$ cat src/rtl/mips_pkg.sv
// Shared encodings for the multicycle MIPS controller: opcodes, funct codes,
// FSM state encoding and datapath mux/ALU control codes.
package mips_pkg;

  // Opcodes decoded by the controller
  localparam logic [5:0] OP_RTYPE = 6'b000000;
  localparam logic [5:0] OP_LW    = 6'b100011;
  localparam logic [5:0] OP_SW    = 6'b101011;
  localparam logic [5:0] OP_BEQ   = 6'b000100;
  localparam logic [5:0] OP_BNE   = 6'b000101;
  localparam logic [5:0] OP_ADDI  = 6'b001000;
  localparam logic [5:0] OP_J     = 6'b000010;

  // R-type funct codes
  localparam logic [5:0] FN_ADD = 6'b100000;
  localparam logic [5:0] FN_SUB = 6'b100010;
  localparam logic [5:0] FN_AND = 6'b100100;
  localparam logic [5:0] FN_OR  = 6'b100101;
  localparam logic [5:0] FN_SLT = 6'b101010;

  typedef enum logic [3:0] {
    S_FETCH  = 4'd0,
    S_DECODE = 4'd1,
    S_MEMADR = 4'd2,
    S_MEMRD  = 4'd3,
    S_MEMWB  = 4'd4,
    S_MEMWR  = 4'd5,
    S_EXEC   = 4'd6,
    S_ALUWB  = 4'd7,
    S_BRANCH = 4'd8,
    S_ADDIEX = 4'd9,
    S_ADDIWB = 4'd10,
    S_JUMP   = 4'd11
  } state_e;

  typedef enum logic [2:0] {
    ALU_AND = 3'b000,
    ALU_OR  = 3'b001,
    ALU_ADD = 3'b010,
    ALU_SUB = 3'b110,
    ALU_SLT = 3'b111
  } alu_ctrl_e;

  // Coarse ALU request from the FSM, refined by the ALU decoder
  typedef enum logic [1:0] {
    ALUOP_ADD   = 2'b00,
    ALUOP_SUB   = 2'b01,
    ALUOP_FUNCT = 2'b10
  } alu_op_e;

  typedef enum logic [1:0] {
    SRCB_REG     = 2'b00,
    SRCB_FOUR    = 2'b01,
    SRCB_IMM     = 2'b10,
    SRCB_IMM_SH2 = 2'b11
  } src_b_e;

  typedef enum logic [1:0] {
    PCSRC_ALU    = 2'b00,
    PCSRC_ALUOUT = 2'b01,
    PCSRC_JUMP   = 2'b10
  } pc_src_e;

endpackage

$ cat src/rtl/multicycle_controller_if.sv
// Controller <-> datapath bundle. The controller uses the master view, the
// datapath (instruction register, ALU flags, memory) the slave view.
interface multicycle_controller_if #(
  parameter int ALU_CTRL_W = 3
);
  logic [5:0]            op;
  logic [5:0]            funct;
  logic                  zero;
  logic                  mem_ready;
  logic                  iord;
  logic                  mem_write;
  logic                  ir_write;
  logic                  pc_en;
  logic                  reg_dst;
  logic                  mem_to_reg;
  logic                  reg_write;
  logic                  alu_src_a;
  logic [1:0]            alu_src_b;
  logic [1:0]            pc_src;
  logic [ALU_CTRL_W-1:0] alu_control;
  logic                  instr_done;
  logic                  illegal_op;

  modport master (
    input  op, funct, zero, mem_ready,
    output iord, mem_write, ir_write, pc_en, reg_dst, mem_to_reg, reg_write,
           alu_src_a, alu_src_b, pc_src, alu_control, instr_done, illegal_op
  );

  modport slave (
    output op, funct, zero, mem_ready,
    input  iord, mem_write, ir_write, pc_en, reg_dst, mem_to_reg, reg_write,
           alu_src_a, alu_src_b, pc_src, alu_control, instr_done, illegal_op
  );
endinterface

$ cat src/rtl/mc_alu_dec.sv
// ALU decoder: turns the FSM's coarse ALU request plus the R-type funct
// field into the 3-bit ALU operation code.
module mc_alu_dec
  import mips_pkg::*;
(
  input  logic [5:0] i_funct,
  input  alu_op_e    i_alu_op,
  output logic [2:0] o_alu_ctrl
);

  // Unknown funct codes and the unused alu_op value fall back to add
  always_comb begin
    o_alu_ctrl = ALU_ADD;
    case (i_alu_op)
      ALUOP_SUB: o_alu_ctrl = ALU_SUB;
      ALUOP_FUNCT: begin
        case (i_funct)
          FN_SUB:  o_alu_ctrl = ALU_SUB;
          FN_AND:  o_alu_ctrl = ALU_AND;
          FN_OR:   o_alu_ctrl = ALU_OR;
          FN_SLT:  o_alu_ctrl = ALU_SLT;
          default: o_alu_ctrl = ALU_ADD;
        endcase
      end
      default: o_alu_ctrl = ALU_ADD;
    endcase
  end

endmodule

$ cat src/rtl/multicycle_controller.sv
// Multicycle MIPS control FSM. Sequences each instruction through fetch,
// decode, execute and writeback states and drives the datapath mux selects
// and write enables. Supports lw/sw/R-type/beq/bne/addi/j, flags illegal
// opcodes and stalls on memory ready.
module multicycle_controller
  import mips_pkg::*;
#(
  parameter int ALU_CTRL_W = 3,
  parameter int MEM_WAIT   = 1,
  parameter int EN_BNE     = 1
) (
  input  logic                   clk,
  input  logic                   rst_n,
  multicycle_controller_if.master bus
);

  state_e     r_state;
  state_e     w_next;
  logic       r_is_bne;

  logic       w_ready;
  logic       w_taken;
  logic       w_iord;
  logic       w_mem_write;
  logic       w_ir_write;
  logic       w_pc_write;
  logic       w_branch;
  logic       w_reg_dst;
  logic       w_mem_to_reg;
  logic       w_reg_write;
  logic       w_alu_src_a;
  src_b_e     w_alu_src_b;
  pc_src_e    w_pc_src;
  alu_op_e    w_alu_op;
  logic [2:0] w_alu_ctrl;
  logic       w_done;
  logic       w_illegal;

  // With MEM_WAIT=0 the memory is assumed single-cycle and mem_ready is ignored
  assign w_ready = (MEM_WAIT == 0) ? 1'b1 : bus.mem_ready;
  assign w_taken = r_is_bne ? ~bus.zero : bus.zero;

  // State register; undefined encodings are caught by the next-state default
  // NOTE: sequential state uses non-blocking assignments so every flop samples
  // pre-edge values regardless of process ordering.
  always_ff @(posedge clk or negedge rst_n) begin
    if (!rst_n) r_state <= S_FETCH;
    else        r_state <= w_next;
  end

  // Remember whether the decoded branch is bne, for the BRANCH cycle
  always_ff @(posedge clk or negedge rst_n) begin
    if (!rst_n)                    r_is_bne <= 1'b0;
    else if (r_state == S_DECODE)  r_is_bne <= (bus.op == OP_BNE);
  end

  // Next-state and Moore output decode
  // NOTE: every signal gets a default before the case so no path leaves one
  // unassigned, which would infer a latch.
  always_comb begin
    w_next       = S_FETCH;
    w_iord       = 1'b0;
    w_mem_write  = 1'b0;
    w_ir_write   = 1'b0;
    w_pc_write   = 1'b0;
    w_branch     = 1'b0;
    w_reg_dst    = 1'b0;
    w_mem_to_reg = 1'b0;
    w_reg_write  = 1'b0;
    w_alu_src_a  = 1'b0;
    w_alu_src_b  = SRCB_FOUR;
    w_pc_src     = PCSRC_ALU;
    w_alu_op     = ALUOP_ADD;
    w_done       = 1'b0;
    w_illegal    = 1'b0;

    case (r_state)
      S_FETCH: begin
        w_ir_write = w_ready;
        w_pc_write = w_ready;
        w_next     = w_ready ? S_DECODE : S_FETCH;
      end
      S_DECODE: begin
        // ALU precomputes PC+4 + (SignImm<<2) as the branch target
        w_alu_src_b = SRCB_IMM_SH2;
        case (bus.op)
          OP_LW, OP_SW: w_next = S_MEMADR;
          OP_RTYPE:     w_next = S_EXEC;
          OP_BEQ:       w_next = S_BRANCH;
          OP_ADDI:      w_next = S_ADDIEX;
          OP_J:         w_next = S_JUMP;
          OP_BNE: begin
            if (EN_BNE != 0) begin
              w_next = S_BRANCH;
            end else begin
              w_illegal = 1'b1;
              w_done    = 1'b1;
            end
          end
          default: begin
            w_illegal = 1'b1;
            w_done    = 1'b1;
          end
        endcase
      end
      S_MEMADR: begin
        w_alu_src_a = 1'b1;
        w_alu_src_b = SRCB_IMM;
        w_next      = (bus.op == OP_LW) ? S_MEMRD : S_MEMWR;
      end
      S_MEMRD: begin
        w_iord = 1'b1;
        w_next = w_ready ? S_MEMWB : S_MEMRD;
      end
      S_MEMWB: begin
        w_reg_write  = 1'b1;
        w_mem_to_reg = 1'b1;
        w_done       = 1'b1;
      end
      S_MEMWR: begin
        w_iord      = 1'b1;
        w_mem_write = 1'b1;
        w_done      = w_ready;
        w_next      = w_ready ? S_FETCH : S_MEMWR;
      end
      S_EXEC: begin
        w_alu_src_a = 1'b1;
        w_alu_src_b = SRCB_REG;
        w_alu_op    = ALUOP_FUNCT;
        w_next      = S_ALUWB;
      end
      S_ALUWB: begin
        w_reg_write = 1'b1;
        w_reg_dst   = 1'b1;
        w_done      = 1'b1;
      end
      S_BRANCH: begin
        w_alu_src_a = 1'b1;
        w_alu_src_b = SRCB_REG;
        w_alu_op    = ALUOP_SUB;
        w_pc_src    = PCSRC_ALUOUT;
        w_branch    = 1'b1;
        w_done      = 1'b1;
      end
      S_ADDIEX: begin
        w_alu_src_a = 1'b1;
        w_alu_src_b = SRCB_IMM;
        w_next      = S_ADDIWB;
      end
      S_ADDIWB: begin
        w_reg_write = 1'b1;
        w_done      = 1'b1;
      end
      S_JUMP: begin
        w_pc_src   = PCSRC_JUMP;
        w_pc_write = 1'b1;
        w_done     = 1'b1;
      end
      default: w_next = S_FETCH;
    endcase
  end

  mc_alu_dec u_alu_dec (
    .i_funct    (bus.funct),
    .i_alu_op   (w_alu_op),
    .o_alu_ctrl (w_alu_ctrl)
  );

  // Enables are gated by rst_n so nothing writes while reset is held; the
  // selects already show FETCH values because the state resets there.
  assign bus.iord        = w_iord;
  assign bus.mem_write   = w_mem_write & rst_n;
  assign bus.ir_write    = w_ir_write & rst_n;
  assign bus.pc_en       = (w_pc_write | (w_branch & w_taken)) & rst_n;
  assign bus.reg_dst     = w_reg_dst;
  assign bus.mem_to_reg  = w_mem_to_reg;
  assign bus.reg_write   = w_reg_write & rst_n;
  assign bus.alu_src_a   = w_alu_src_a;
  assign bus.alu_src_b   = w_alu_src_b;
  assign bus.pc_src      = w_pc_src;
  assign bus.alu_control = ALU_CTRL_W'(w_alu_ctrl);
  assign bus.instr_done  = w_done & rst_n;
  assign bus.illegal_op  = w_illegal & rst_n;

endmodule
$ cat src/flat_wrapper.sv
// flat-port wrapper written by rule: the top's interface ports become plain ports
module multicycle_controller_flat import mips_pkg::*;
#(
  parameter int ALU_CTRL_W = 3,
  parameter int MEM_WAIT   = 1,
  parameter int EN_BNE     = 1
)
  (clk, rst_n, bus_op, bus_funct, bus_zero, bus_mem_ready, bus_iord, bus_mem_write, bus_ir_write, bus_pc_en, bus_reg_dst, bus_mem_to_reg, bus_reg_write, bus_alu_src_a, bus_alu_src_b, bus_pc_src, bus_alu_control, bus_instr_done, bus_illegal_op);
  multicycle_controller_if #(.ALU_CTRL_W(ALU_CTRL_W)) bus_i ();
  input  logic clk;
  input  logic rst_n;
  input wire logic [$bits(bus_i.op)-1:0] bus_op;
  input wire logic [$bits(bus_i.funct)-1:0] bus_funct;
  input wire logic [$bits(bus_i.zero)-1:0] bus_zero;
  input wire logic [$bits(bus_i.mem_ready)-1:0] bus_mem_ready;
  output wire logic [$bits(bus_i.iord)-1:0] bus_iord;
  output wire logic [$bits(bus_i.mem_write)-1:0] bus_mem_write;
  output wire logic [$bits(bus_i.ir_write)-1:0] bus_ir_write;
  output wire logic [$bits(bus_i.pc_en)-1:0] bus_pc_en;
  output wire logic [$bits(bus_i.reg_dst)-1:0] bus_reg_dst;
  output wire logic [$bits(bus_i.mem_to_reg)-1:0] bus_mem_to_reg;
  output wire logic [$bits(bus_i.reg_write)-1:0] bus_reg_write;
  output wire logic [$bits(bus_i.alu_src_a)-1:0] bus_alu_src_a;
  output wire logic [$bits(bus_i.alu_src_b)-1:0] bus_alu_src_b;
  output wire logic [$bits(bus_i.pc_src)-1:0] bus_pc_src;
  output wire logic [$bits(bus_i.alu_control)-1:0] bus_alu_control;
  output wire logic [$bits(bus_i.instr_done)-1:0] bus_instr_done;
  output wire logic [$bits(bus_i.illegal_op)-1:0] bus_illegal_op;
  assign bus_i.op = bus_op;
  assign bus_i.funct = bus_funct;
  assign bus_i.zero = bus_zero;
  assign bus_i.mem_ready = bus_mem_ready;
  assign bus_iord = bus_i.iord;
  assign bus_mem_write = bus_i.mem_write;
  assign bus_ir_write = bus_i.ir_write;
  assign bus_pc_en = bus_i.pc_en;
  assign bus_reg_dst = bus_i.reg_dst;
  assign bus_mem_to_reg = bus_i.mem_to_reg;
  assign bus_reg_write = bus_i.reg_write;
  assign bus_alu_src_a = bus_i.alu_src_a;
  assign bus_alu_src_b = bus_i.alu_src_b;
  assign bus_pc_src = bus_i.pc_src;
  assign bus_alu_control = bus_i.alu_control;
  assign bus_instr_done = bus_i.instr_done;
  assign bus_illegal_op = bus_i.illegal_op;
  multicycle_controller #(.ALU_CTRL_W(ALU_CTRL_W), .MEM_WAIT(MEM_WAIT), .EN_BNE(EN_BNE)) u_core (.clk(clk), .rst_n(rst_n), .bus(bus_i));
endmodule
$ cat config.mk
export PLATFORM = sky130hd
export DESIGN_NAME = multicycle_controller_flat
export DESIGN_NICKNAME = d
export VERILOG_FILES = /design/src/rtl/mips_pkg.sv /design/src/rtl/multicycle_controller_if.sv /design/src/rtl/mc_alu_dec.sv /design/src/rtl/multicycle_controller.sv /design/src/flat_wrapper.sv
export SDC_FILE = /design/constraint.sdc
export NUM_CORES = 1
export LEC_CHECK = 0
export ABC_AREA = 1
export ABC_CLOCK_PERIOD_IN_PS = 3200
export BUFFER_PORTS_ARGS = -buffer_cell sky130_fd_sc_hd__buf_2
export CAP_MARGIN = 20
export CORE_AREA = 5 5 44 46
export DETAILED_ROUTE_END_ITERATION = 12
export DIE_AREA = 0 0 49 51
export GPL_TIMING_DRIVEN = 0
export PLACE_DENSITY = 0.8
export SETUP_SLACK_MARGIN = 0.1
export SLEW_MARGIN = 20
export SYNTH_ARGS = -nofsm -noshare
export SYNTH_HDL_FRONTEND = slang
export SYNTH_SLANG_ARGS = --single-unit
$ cat constraint.sdc
create_clock -name clk -period 3.2 [get_ports clk]
set_input_delay 0.64 -clock clk [delete_from_list [all_inputs] [get_ports clk]]
set_output_delay 0.64 -clock clk [all_outputs]
set_load 0.02 [all_outputs]
-- Word level (Yosys, flattened, before mapping)
Cells that the tools add are included.
- bitwise logic cells: 9
- mux-type cells: 24
- reduce and logical (&&, ||, !) cells: 11
- eq/ne operators: 23
- operator list (cell ; number):
    == test 6 bit (second input constant) ; 6
    one-hot mux 4 bit (7 select lines) ; 1
    one-hot mux 4 bit (5 select lines) ; 1
    == test 4 x 3 -> 1 bit (second input constant) ; 4
    == test 4 bit (second input constant) ; 4
    == test 6 x 3 -> 1 bit (second input constant) ; 2
    two-way mux 1 bit ; 12
    one-hot mux 3 bit (4 select lines) ; 1
    OR reduction 2 bit ; 5
    two-way mux 3 bit ; 3
    == test 4 x 2 -> 1 bit (second input constant) ; 2
    one-hot mux 2 bit (2 select lines) ; 2
    AND 1 bit ; 7
    OR reduction 7 bit ; 1
    == test 6 x 2 -> 1 bit (second input constant) ; 1
    == test 6 x 4 -> 1 bit (second input constant) ; 1
    logical NOT 6 bit ; 1
    one-hot mux 2 bit (3 select lines) ; 1
    one-hot mux 3 bit (2 select lines) ; 1
    OR reduction 5 bit ; 1
    == test 4 x 1 -> 1 bit (second input constant) ; 1
    logical NOT 4 bit ; 1
    OR reduction 4 bit ; 1
    one-hot mux 1 bit (3 select lines) ; 1
    6 further kinds ; 6
- bits of input ports: 16
- flip-flop bits (word level): 5
- logic and storage cells: 69

-- Depth between registers and ports, before layout
- word-level depth: 5
- gate-level depth with buffers: 8
- depth with buffers taken out: 8

-- Cells and area by module
A second synthesis with hierarchy kept.
- cells, all modules: 144
- area, all modules: 759.5 um^2
- modules (own cells, without submodules) (module ; times used ; area an instance (um^2) ; cells an instance ; seq. area each (um^2)):
    multicycle_controller ; 1 ; 585.6 ; 107 ; 125.1
    mc_alu_dec ; 1 ; 173.9 ; 37 ; 0.0

-- Worst setup path before layout
OpenSTA, ideal clock, no wires.
- path type: reg-to-output
- start: register u_core.r_state[1]
- end: output port bus_alu_control[2]
- buffers on the path: 0
- required time: 2.560 ns
- stages on the path, launching flop included: 7
- slack: 0.795 ns
- arrival time: 1.765 ns
- cell sequence: dfrtp_1 -> nor2_1 -> inv_1 -> nor2_4 -> inv_1 -> ha_1 -> a21boi_0
- cells in the longest elaborated chain, start to end: 4
- RTL lines (item ; RTL line ; text):
    from (decl) ; multicycle_controller.sv:17 ; state_e r_state;
    from (signal assigned) ; multicycle_controller.sv:48 ; else r_state <= w_next;
    == test 4 bit or == test 4 x 3 -> 1 bit (tied branches) ; multicycle_controller.sv:77 ; case (r_state)
    one-hot mux 2 bit (2 select lines) (*) ; multicycle_controller.sv:77 ;
    == test 2 bit or == test 2 x 1 -> 1 bit (tied branches) ; mc_alu_dec.sv:14 ; case (i_alu_op)
    one-hot mux 3 bit (2 select lines) (*) ; mc_alu_dec.sv:14 ;
    to (decl) ; flat_wrapper.sv:26 ; output wire logic [$bits(bus_i.alu_control)-1:0] bus_alu_control;
Every way passes the cells marked *; elsewhere a longest branch is shown, timed or not.

-- Worst setup path after layout
Same ends and word-level chain as after synthesis.

==> flow_summary.toml <==
[outcome]
status = "complete, no violations"

[pwr]
p_comb_share_pct = 59.6
power.share.clock_pct = 18.6
p_int_uw = 196
power_per_cell_area_mw_per_mm2 = 440
ir_worst_vdd_mv = 0.222
switching_share_pct = 50.0
p_leak_nw = 0.559
seqPwrFrac_pct = 21.8
power_uw = 391
net-switching-power_uw = 196

[logic_synthesis]
synth_area_leaders = "dfrtp_1 (18%), nand2_1 (14%), nand3_1 (12%)"
synth.distinct_cells = 21
synth-simple-area-share_pct = 52.4
synth_edf_count = 0
synth_top_area_share_pct = 18.3
yosysWarnings = 0
netlist_instances = 119
ys_async_sr_fraction_pct = 100
ys_ff_latch = 5
synth_top_family_by_area = "simple AND/OR/NAND/NOR gates"
synth_common_cells = "nand2_1 (25), inv_1 (20), nor2_1 (20)"
seq_area_frac_synth_pct = 18.3
synth_nets = 138
yosys.area_share.adder_pct = 5.49
synthMuxAreaShare_pct = 0
syn_area_per_cell_um2 = 5.74
synth_top_area_cell = "dfrtp_1"
synth_xor_area_share_pct = 0
post-synth-top-count-cell = "nand2_1"
synth-compound-area-share_pct = 9.16
syn_area_um2 = 683
synth_top_flop_cell = "dfrtp_1"

[clock_network]
cts_setup_buffers = 0
clock_latency_ns = 0.24
cts_tree = "yes"
cts.repair.resized = 0
clockRootBuffer = "clkbuf_4"
clk_pin_slew_worst_paths_ns = 0.05
hold_buffers = 0
cts_inserted_buffers = 3
cts_sinks = 5
cts_max_path_buffers = 2
htreeDepth = 1

[setup_path]
crit_buf_inv = 3
worstSetupEndpointType = "output pin"
worst_path_most_repeated_cell = "inv_1"
cp_slowest_cell = "dfrtp_1"
critPathLaunchType = "flip-flop"
path_max_fanout = 4
path_class = "reg -> out"
worstPathRequired_ns = 2.56
slowest_delay_ns = 0.42
arrival_ns = 1.88
crit_chain = "nor2_1 > inv_1 > nor2_4 > inv_1 > ha_1 > a21boi_0 > buf_2"
cp_top_family = "flip-flops"

[min_path]
min_path_type = "in -> async"

[sta]
skew_ns = 0.00425
fin_setup_tns_ns = 0
rsz0062_at_grt = "no"
worstMarginPinSlew_ns = 0.289
setup_viol = 0
hold_viol = 0
final.setup.worst_slack_ns = 0.677
max_freq_ghz = 0.396
slew-limit-headroom_pct = 80.7
period_share_pct = 78.9
period_minus_slack_ns = 2.52
finalMaxSlewViolations = 0

[die]
row_count = 14
start_util_pct = 46.4
coreArea_mm2 = 0.00147
die-area_mm2 = 0.00250
fp.dieW_um = 49
die_h_um = 51
io_pins = 33

[global_routing]
groute.usage.overall_pct = 14.5
grt_pass1_vias = 744
grt_max_degree = 8
grt_pass1_wl_mm = 2.95
gr-total-overflow = 0
antenna_found_initial = 0

[routing]
antenna_left = 0
viasPerCell = 4.86
wl_mm = 1.83
dr.pass1.iters = 4
drc = 0
drt-initial-drc-count = 24
vias = 831
routedWlPerCell_um = 10.7

[finish]
final_layout_size_suffix_gt1_share_pct = 32.3
n_antenna_cell = 0
area.growth.synth_to_final_pct = 30.2
nets = 175

[run]
drv_cap = 0

[placement]
port_buffers = 32
dpl_worst_slack_ns = 0.928
place_congestion = 0.836
dp_hpwl_mm = 1.62
==> layout make-up <==
type / count / area (um^2)
Clock buffer: 4 / 26.3
Fill cell: 148 / 582
Inverter: 26 / 100
Multi-Input combinational cell: 88 / 458
Sequential cell: 5 / 125
Tap cell: 16 / 20.0
Timing Repair Buffer: 32 / 160
==> cell usage in the layout, fill, tap and decap left out, drive strengths merged <==
master and instances:
buf 32, nor2 28, inv 26, nand2 25
nand3 16, dfrtp 5, o21ai 5, clkbuf 4
nand4 3, ha 3, a21oi 2, nor3 1
o22ai 1, o211ai 1, a21boi 1, or2 1
a31oi 1
==> stage by stage <==
step,std cells,hold slack [ns],cell area (um^2),util [%]
3_3_place_gp,167,0.470,863,58.7
3_5_place_dp,167,0.477,863,58.7
5_1_grt,171,0.220,890,60.5
2_1_floorplan,119,0.344,683,-
4_1_cts,171,0.220,890,60.5
6_report,171,0.220,890,60.5
==> metal layers <==
layer	part of all wire, %	GRT usage (%)	vias to the layer above
met4	0	7.17	0
met1	41	14.8	360
met2	53	27.6	22
li1	-	-	449
met5	0	0	-
met3	6.1	3.20	0
==> worst reg2reg max path: cells and delay by family (launching register included) <==
kind            cells  cell delay (ns)
flops               1             0.42
buf+inv             1             0.07
simple gates        3             0.34
compound gates      2             0.22
==> power by group through the flow <==
| stage | clock (mW) | combinational [mW] | sequential, mW |
|---|---|---|---|
| after floorplan | 0 | 0.172 | 0.0843 |
| after global placement | 0 | 0.230 | 0.0848 |
| after detailed placement | 0 | 0.234 | 0.0862 |
| after CTS | 0.0744 | 0.235 | 0.0852 |
| after global routing | 0.0799 | 0.255 | 0.0860 |
| final | 0.0729 | 0.233 | 0.0852 |
==> kinds of logic (layout without fill, tap and decap cells) <==
family | after synthesis | after routing
adders and majority gates | 3 | 3
AOI/OAI and AO/OA | 11 | 11
buffers and inverters | 26 | 62
and+or+nand+nor | 74 | 74
DFF | 5 | 5
==> sequential cells by signal, summed over array words and instances, names as in the netlist <==
name	count
u_core.r_state	4
u_core.r_is_bne	1
==> final timing paths <==
path                                   start                  to  slack [ns]  cells past startpoint
setup reg to reg           u_core.r_state[1]   u_core.r_state[2]        2.02                      6
setup / recovery           u_core.r_state[1]  bus_alu_control[2]        0.68                      7
max in group asynchronous              rst_n   u_core.r_state[1]        2.83                      1
min in group clk             u_core.r_is_bne     u_core.r_is_bne        0.52                      2
hold reg to reg              u_core.r_is_bne     u_core.r_is_bne        0.52                      2
hold / removal                         rst_n   u_core.r_state[3]        0.22                      1
Note: power is estimated with default switching activity, not from simulation.
